[src/rtl/router_pkt_tx.sv]
// rtl/router_pkt_tx.sv - buffered header/payload/parity packet source for the router 1x3 input port
// Optional ROUTER_PKT_TX_PARITY_ERR_EN adds corrupt_parity to force a bad parity byte.
module router_pkt_tx #(
  parameter int unsigned GAP_CYCLES = 2
) (
  input  logic       clock,
  input  logic       resetn,
  input  logic       start,
  input  logic [1:0] dest_addr,
  input  logic [5:0] payload_len,
`ifdef ROUTER_PKT_TX_PARITY_ERR_EN
  input  logic       corrupt_parity,
`endif
  input  logic [7:0] pl_data,
  input  logic       pl_valid,
  output logic       pl_ready,
  input  logic       busy,
  output logic [7:0] data_out,
  output logic       pkt_valid,
  output logic       tx_ready,
  output logic       tx_done,
  output logic       err
);

  typedef enum logic [2:0] {S_IDLE, S_LOAD, S_HEADER, S_PAYLOAD, S_PARITY, S_GAP} state_t;

  state_t     r_state, w_next_state;
  logic [1:0] r_addr;
  logic [5:0] r_len, r_wr_cnt, r_rd_cnt, w_rd_next;
  logic [7:0] r_parity;
  logic [3:0] r_gap_cnt;
  logic       r_corrupt;
  logic [7:0] r_buf [0:63];
  logic       r_pl_ready, r_pkt_valid, r_tx_busy, r_tx_done, r_err;
  logic [7:0] r_data_out;
  logic       w_start_ok, w_wr_en, w_accept, w_corrupt_in;
  logic [7:0] w_data_next;
  logic       w_pkt_valid_next;

`ifdef ROUTER_PKT_TX_PARITY_ERR_EN
  assign w_corrupt_in = corrupt_parity;
`else
  assign w_corrupt_in = 1'b0;
`endif

  assign w_start_ok = (dest_addr != 2'd3) && (payload_len != 6'd0);
  assign w_wr_en    = (r_state == S_LOAD) && pl_valid;
  assign w_accept   = !busy;

  always_comb begin
    w_next_state = r_state;
    w_rd_next    = r_rd_cnt;
    case (r_state)
      S_IDLE:    if (start && w_start_ok) w_next_state = S_LOAD;
      S_LOAD:    if (w_wr_en && (r_wr_cnt == r_len - 6'd1)) w_next_state = S_HEADER;
      S_HEADER:  if (w_accept) begin
                   w_next_state = S_PAYLOAD;
                   w_rd_next    = 6'd0;
                 end
      S_PAYLOAD: if (w_accept) begin
                   if (r_rd_cnt == r_len - 6'd1) w_next_state = S_PARITY;
                   else w_rd_next = r_rd_cnt + 6'd1;
                 end
      S_PARITY:  if (w_accept) w_next_state = S_GAP;
      S_GAP:     if (r_gap_cnt == 4'(GAP_CYCLES - 1)) w_next_state = S_IDLE;
      default:   w_next_state = S_IDLE;
    endcase
  end

  // Outputs are decoded from the next state so the byte on data_out is registered.
  always_comb begin
    w_data_next      = 8'h00;
    w_pkt_valid_next = 1'b0;
    case (w_next_state)
      S_HEADER: begin
        w_data_next      = {r_len, r_addr};
        w_pkt_valid_next = 1'b1;
      end
      S_PAYLOAD: begin
        w_data_next      = r_buf[w_rd_next];
        w_pkt_valid_next = 1'b1;
      end
      S_PARITY: w_data_next = r_parity ^ {7'd0, r_corrupt};
      default:  ;
    endcase
  end

  always_ff @(posedge clock) begin
    if (w_wr_en) r_buf[r_wr_cnt] <= pl_data;
  end

  always_ff @(posedge clock or negedge resetn) begin
    if (!resetn) begin
      r_state     <= S_IDLE;
      r_addr      <= 2'd0;
      r_len       <= 6'd0;
      r_wr_cnt    <= 6'd0;
      r_rd_cnt    <= 6'd0;
      r_parity    <= 8'h00;
      r_gap_cnt   <= 4'd0;
      r_corrupt   <= 1'b0;
      r_data_out  <= 8'h00;
      r_pkt_valid <= 1'b0;
      r_pl_ready  <= 1'b0;
      r_tx_busy   <= 1'b0;
      r_tx_done   <= 1'b0;
      r_err       <= 1'b0;
    end else begin
      r_state     <= w_next_state;
      r_rd_cnt    <= w_rd_next;
      r_data_out  <= w_data_next;
      r_pkt_valid <= w_pkt_valid_next;
      r_pl_ready  <= (w_next_state == S_LOAD);
      r_tx_busy   <= (w_next_state != S_IDLE);
      r_tx_done   <= (r_state == S_PARITY) && w_accept;
      r_err       <= (r_state == S_IDLE) && start && !w_start_ok;
      case (r_state)
        S_IDLE: if (start && w_start_ok) begin
          r_addr    <= dest_addr;
          r_len     <= payload_len;
          r_parity  <= 8'h00;
          r_wr_cnt  <= 6'd0;
          r_corrupt <= w_corrupt_in;
        end
        S_LOAD: if (w_wr_en) begin
          r_wr_cnt <= r_wr_cnt + 6'd1;
          r_parity <= r_parity ^ pl_data;
        end
        S_HEADER: if (w_accept) r_parity <= r_parity ^ {r_len, r_addr};
        S_PARITY: r_gap_cnt <= 4'd0;
        S_GAP:    r_gap_cnt <= r_gap_cnt + 4'd1;
        default:  ;
      endcase
    end
  end

  assign pl_ready  = r_pl_ready;
  assign data_out  = r_data_out;
  assign pkt_valid = r_pkt_valid;
  assign tx_ready  = resetn & ~r_tx_busy;
  assign tx_done   = r_tx_done;
  assign err       = r_err;

endmodule

[config.mk]
export PLATFORM = sky130hd
export DESIGN_NAME = router_pkt_tx
export DESIGN_NICKNAME = d
export VERILOG_FILES = /design/src/rtl/router_pkt_tx.sv
export SDC_FILE = /design/constraint.sdc
export NUM_CORES = 1
export LEC_CHECK = 0
export BUFFER_PORTS_ARGS = -buffer_cell sky130_fd_sc_hd__buf_2
export CORE_MARGIN = 5
export CORE_UTILIZATION = 45
export CTS_BUF_LIST = sky130_fd_sc_hd__clkbuf_8
export DETAILED_ROUTE_END_ITERATION = 6
export PLACE_DENSITY_LB_ADDON = 0.08
export SYNTH_ARGS = -nofsm -noshare
export SYNTH_HDL_FRONTEND = slang
export SYNTH_SLANG_ARGS = --single-unit
[constraint.sdc]
create_clock -name clock -period 3.42 [get_ports clock]
set_input_delay 1.026 -clock clock [delete_from_list [all_inputs] [get_ports clock]]
set_output_delay 1.026 -clock clock [all_outputs]
set_load 0.05 [all_outputs]
==> run_results.csv <==
group,metric,value,unit
status,status,"finished with violations",
status,violations,"setup timing",
setup_path,reg2reg_to,"data_out[1]$_DFF_PN0_",
setup_path,path_depth,14,
timing,finalCriticalPeriod,3700,ps
yosys,yosysSeqAreaShare,71.0,%
yosys,synthCells,1738,
yosys,synth.top_cells.by_area,"edfxtp_1, dfrtp_1, nand2_1, a211oi_1, and3_1",
yosys,synth-async-reset-ratio,8.57,%
timing,post-route-period-util,108,%
pwr,p_sw_share,40.6,%
pwr,switching_power,11.1,mW
yosys,synth.cell_area,23300,µm²
setup_path,crit_path_end,"data_out[1]$_DFF_PN0_",
yosys,synth_cell_type_count,70,
pwr,p_total,27.3,mW
timing,tns,-1750,ps
clock_tree,cts_tree,"done",
place,place_area,26600,µm²
timing,finalSetupViolCount,8,
global_routing,grt_pass1_vias,16000,
setup_path,worst_ep_arrival_time,4250,ps
setup_path,critPathCaptureType,"flip-flop",
floorplanning,rows,83,
floorplanning,ios,34,
clock_tree,hold_buffers,0,
cells_and_area,final_cells,2810,
hold_path,min_path_type,"in2async",
global_routing,grt_pass1_wl,104,mm
place,port_buffers,33,
pwr,power_frac_comb,51.4,%
timing,slew_headroom,49.5,%
global_routing,overflow,0,
pwr,power_density,941,nW/µm²
yosys,synth-seq-cells,560,
routing,drt_wl_total,70.8,mm
timing,fmax,270,MHz
routing,via_per_inst,5.79,
setup_path,cp_max_fo,21,
clock_tree,cts.clk_slew.worst_paths,60,ps
yosys,netlist_top_cells_count,"edfxtp_1, nand2_1, and3_1",
pwr,ir_drop,626,µV
setup_path,cpPeakStageDelay,570,ps
place,dp_slack,-688,ps
routing,wire_per_inst,25.2,µm
global_routing,grt_usage,24.4,%
pwr,power_leakage,10.7,nW
clock_tree,cts_root_buf,"clkbuf_8",
timing,holdWs,475,ps
timing,worst-slew-pin-transition,757,ps
setup_path,crit_buf_inv,4,
setup_path,rr_startpoint,"r_len[3]$_DFFE_PN0P_",
clock_tree,clk_latency,680,ps
floorplanning,fp.dieW,238,µm
global_routing,grt_max_degree,65,
yosys,ys.flop_type,"edfxtp_1",
global_routing,antenna_found_initial,1,
yosys,synth_most_common_cell,"edfxtp_1",
yosys,synth_edf_count,512,
timing,slew_viol_final,0,
routing,num_vias,16300,
cells_and_area,final_area,29000,µm²
routing,final_antenna_net_count,0,
floorplanning,die-area,56500,µm²
routing,drt_pass1_iterations,5,
flow_run,drv_cap,0,
setup_path,cp_top_family,"simple AND/OR/NAND/NOR gates",
setup_path,required,3960,ps
cells_and_area,final_net_count,2079,
timing,rsz0062_at_grt,"yes",
place,gp_congestion,0.903,
setup_path,crit_start,"r_len[3]$_DFFE_PN0P_",
cells_and_area,drive_gt1_share,27.3,%
yosys,syn_nets,1764,
floorplanning,floorplan.initialDensity,45.4,%
timing,fin_worst_skew,30.6,ps
clock_tree,cts_buffers,92,
setup_path,crit_type,"reg2reg",
pwr,internal-power,16.2,mW
floorplanning,fp.dieH,238,µm
setup_path,crit_chain,"or4_4 -> o22ai_4 -> or3b_4 -> a22oi_2 -> and2_4 -> inv_8 -> buf_12 -> buf_12 -> buf_4 -> a211oi_2 -> a311oi_1 -> o21bai_1 -> o2111a_2 -> nand4_1",
setup_path,cpMostUsedCell,"buf_12",
routing,drcViolationCount,0,
yosys,synth_top_area_share,65.8,%
clock_tree,clockBufferDepth,3,
setup_path,ff2ff_path_depth,14,
timing,setup_ws,-284,ps
place,dp.final_hpwl,46.5,mm
routing,dr.first_iter.drc_count,1161,
yosys,yosys_warnings,0,
yosys,synth.largest_area_cell,"edfxtp_1",
pwr,pwr-share-clk,19.4,%
cells_and_area,fin_util,56.5,%
timing,hold_viol,0,
pwr,pwr-share-seq,29.1,%
cells_and_area,area_growth,24.3,%
place,dp_cells,2628,
clock_tree,cts_sinks,560,
floorplanning,coreArea,51400,µm²
setup_path,crit_path_start_kind,"flip-flop",
setup_path,cpMaxStageDelayCell,"or4_4",
setup_path,rrSetupSlack,-280,ps
clock_tree,cts_max_level,3,
yosys,avgSynthCellArea,13.4,µm²
==> layout by cell type, fill, tap and decap left out, drive strengths merged, types with 32 or more instances in the layout <==
cell type / n
clkbuf: 100
nor2: 91
nand2: 304
o21ai: 35
buf: 345
clkinv: 34
mux2i: 32
a311oi: 61
a211oi: 107
a31oi: 39
and3: 128
inv: 50
dfrtp: 48
edfxtp: 512
==> area by class of cell <==
type                            count  area (µm²)
Fill cell                        4197       22400
Sequential cell                   560       16600
Multi-Input combinational cell   1040        6880
Timing Repair Buffer              346        2990
Clock buffer                       99        1360
Tap cell                          680         851
Clock inverter                     71         294
Inverter                           13        71.3
Antenna cell                        1        2.50
==> logic make-up (layout without fill, tap and decap cells) <==
family / after synthesis / count (layout) / synth area share [%]
compound gates: 363 / 363 / 11.6
xor+xnor: 17 / 17 / 0.697
fa+ha+maj: 5 / 5 / 0.268
buf+inv: 138 / 529 / 2.43
flops: 560 / 560 / 71.0
mux: 39 / 39 / 1.71
other cells: 0 / 1 / 0
simple gates: 616 / 616 / 12.3
==> worst min-delay path by stage <==
stage | start | endpoint | slack, ps
floorplan | r_addr[1]$_DFFE_PN0P_ | r_addr[1]$_DFFE_PN0P_ | 500
global placement | r_gap_cnt[0]$_DFFE_PN0P_ | r_gap_cnt[0]$_DFFE_PN0P_ | 540
detailed placement | r_parity[6]$_DFFE_PN0P_ | r_parity[6]$_DFFE_PN0P_ | 550
CTS | resetn | pkt_valid$_DFF_PN0_ | 440
global route | resetn | pkt_valid$_DFF_PN0_ | 510
finish | resetn | pkt_valid$_DFF_PN0_ | 470
==> registers in the layout, summed over array words and instances, names as in the netlist, 2 cells and up <==
signal     flops
data_out       8
r_addr         2
r_buf        512
r_gap_cnt      4
r_len          6
r_parity       8
r_rd_cnt       6
r_state        3
r_wr_cnt       6
==> routing by layer <==
metal	routed length (µm)	track usage, %	vias to the layer above
li1	-	-	7342
met1	31000	34.5	8265
met2	33700	39.4	558
met3	4230	4.57	116
met4	1720	6.63	2
met5	107	0	-
==> worst register-to-register path: cells and delay by family (launching register included) <==
family                 cells  cell delay [ps]
AND/OR/NAND/NOR            4             1380
AO/OA/AOI/OAI              6             1240
buffers and inverters      4              560
flip-flops                 1              380
==> power by group through the flow <==
stage               registers, mW  logic (mW)  clock network, mW
global placement             8.09        12.5                  0
global route                 7.97        14.9               5.76
detailed placement           8.09        12.6                  0
finish                       7.96        14.1               5.31
floorplan                    8.18        6.54                  0
CTS                          7.95        13.4               5.44
==> timing repair <==
item / 4_1_cts / 5_1_grt
endpoints found under the hold margin: 0 / 0
gates cloned: 2 / 1
buffers inserted: 6 / 2
gates resized for setup: 63 / 65
pin swaps: 16 / 28
setup endpoints to repair: 8 / 8
No activity file was read; power rests on OpenSTA's default activity.
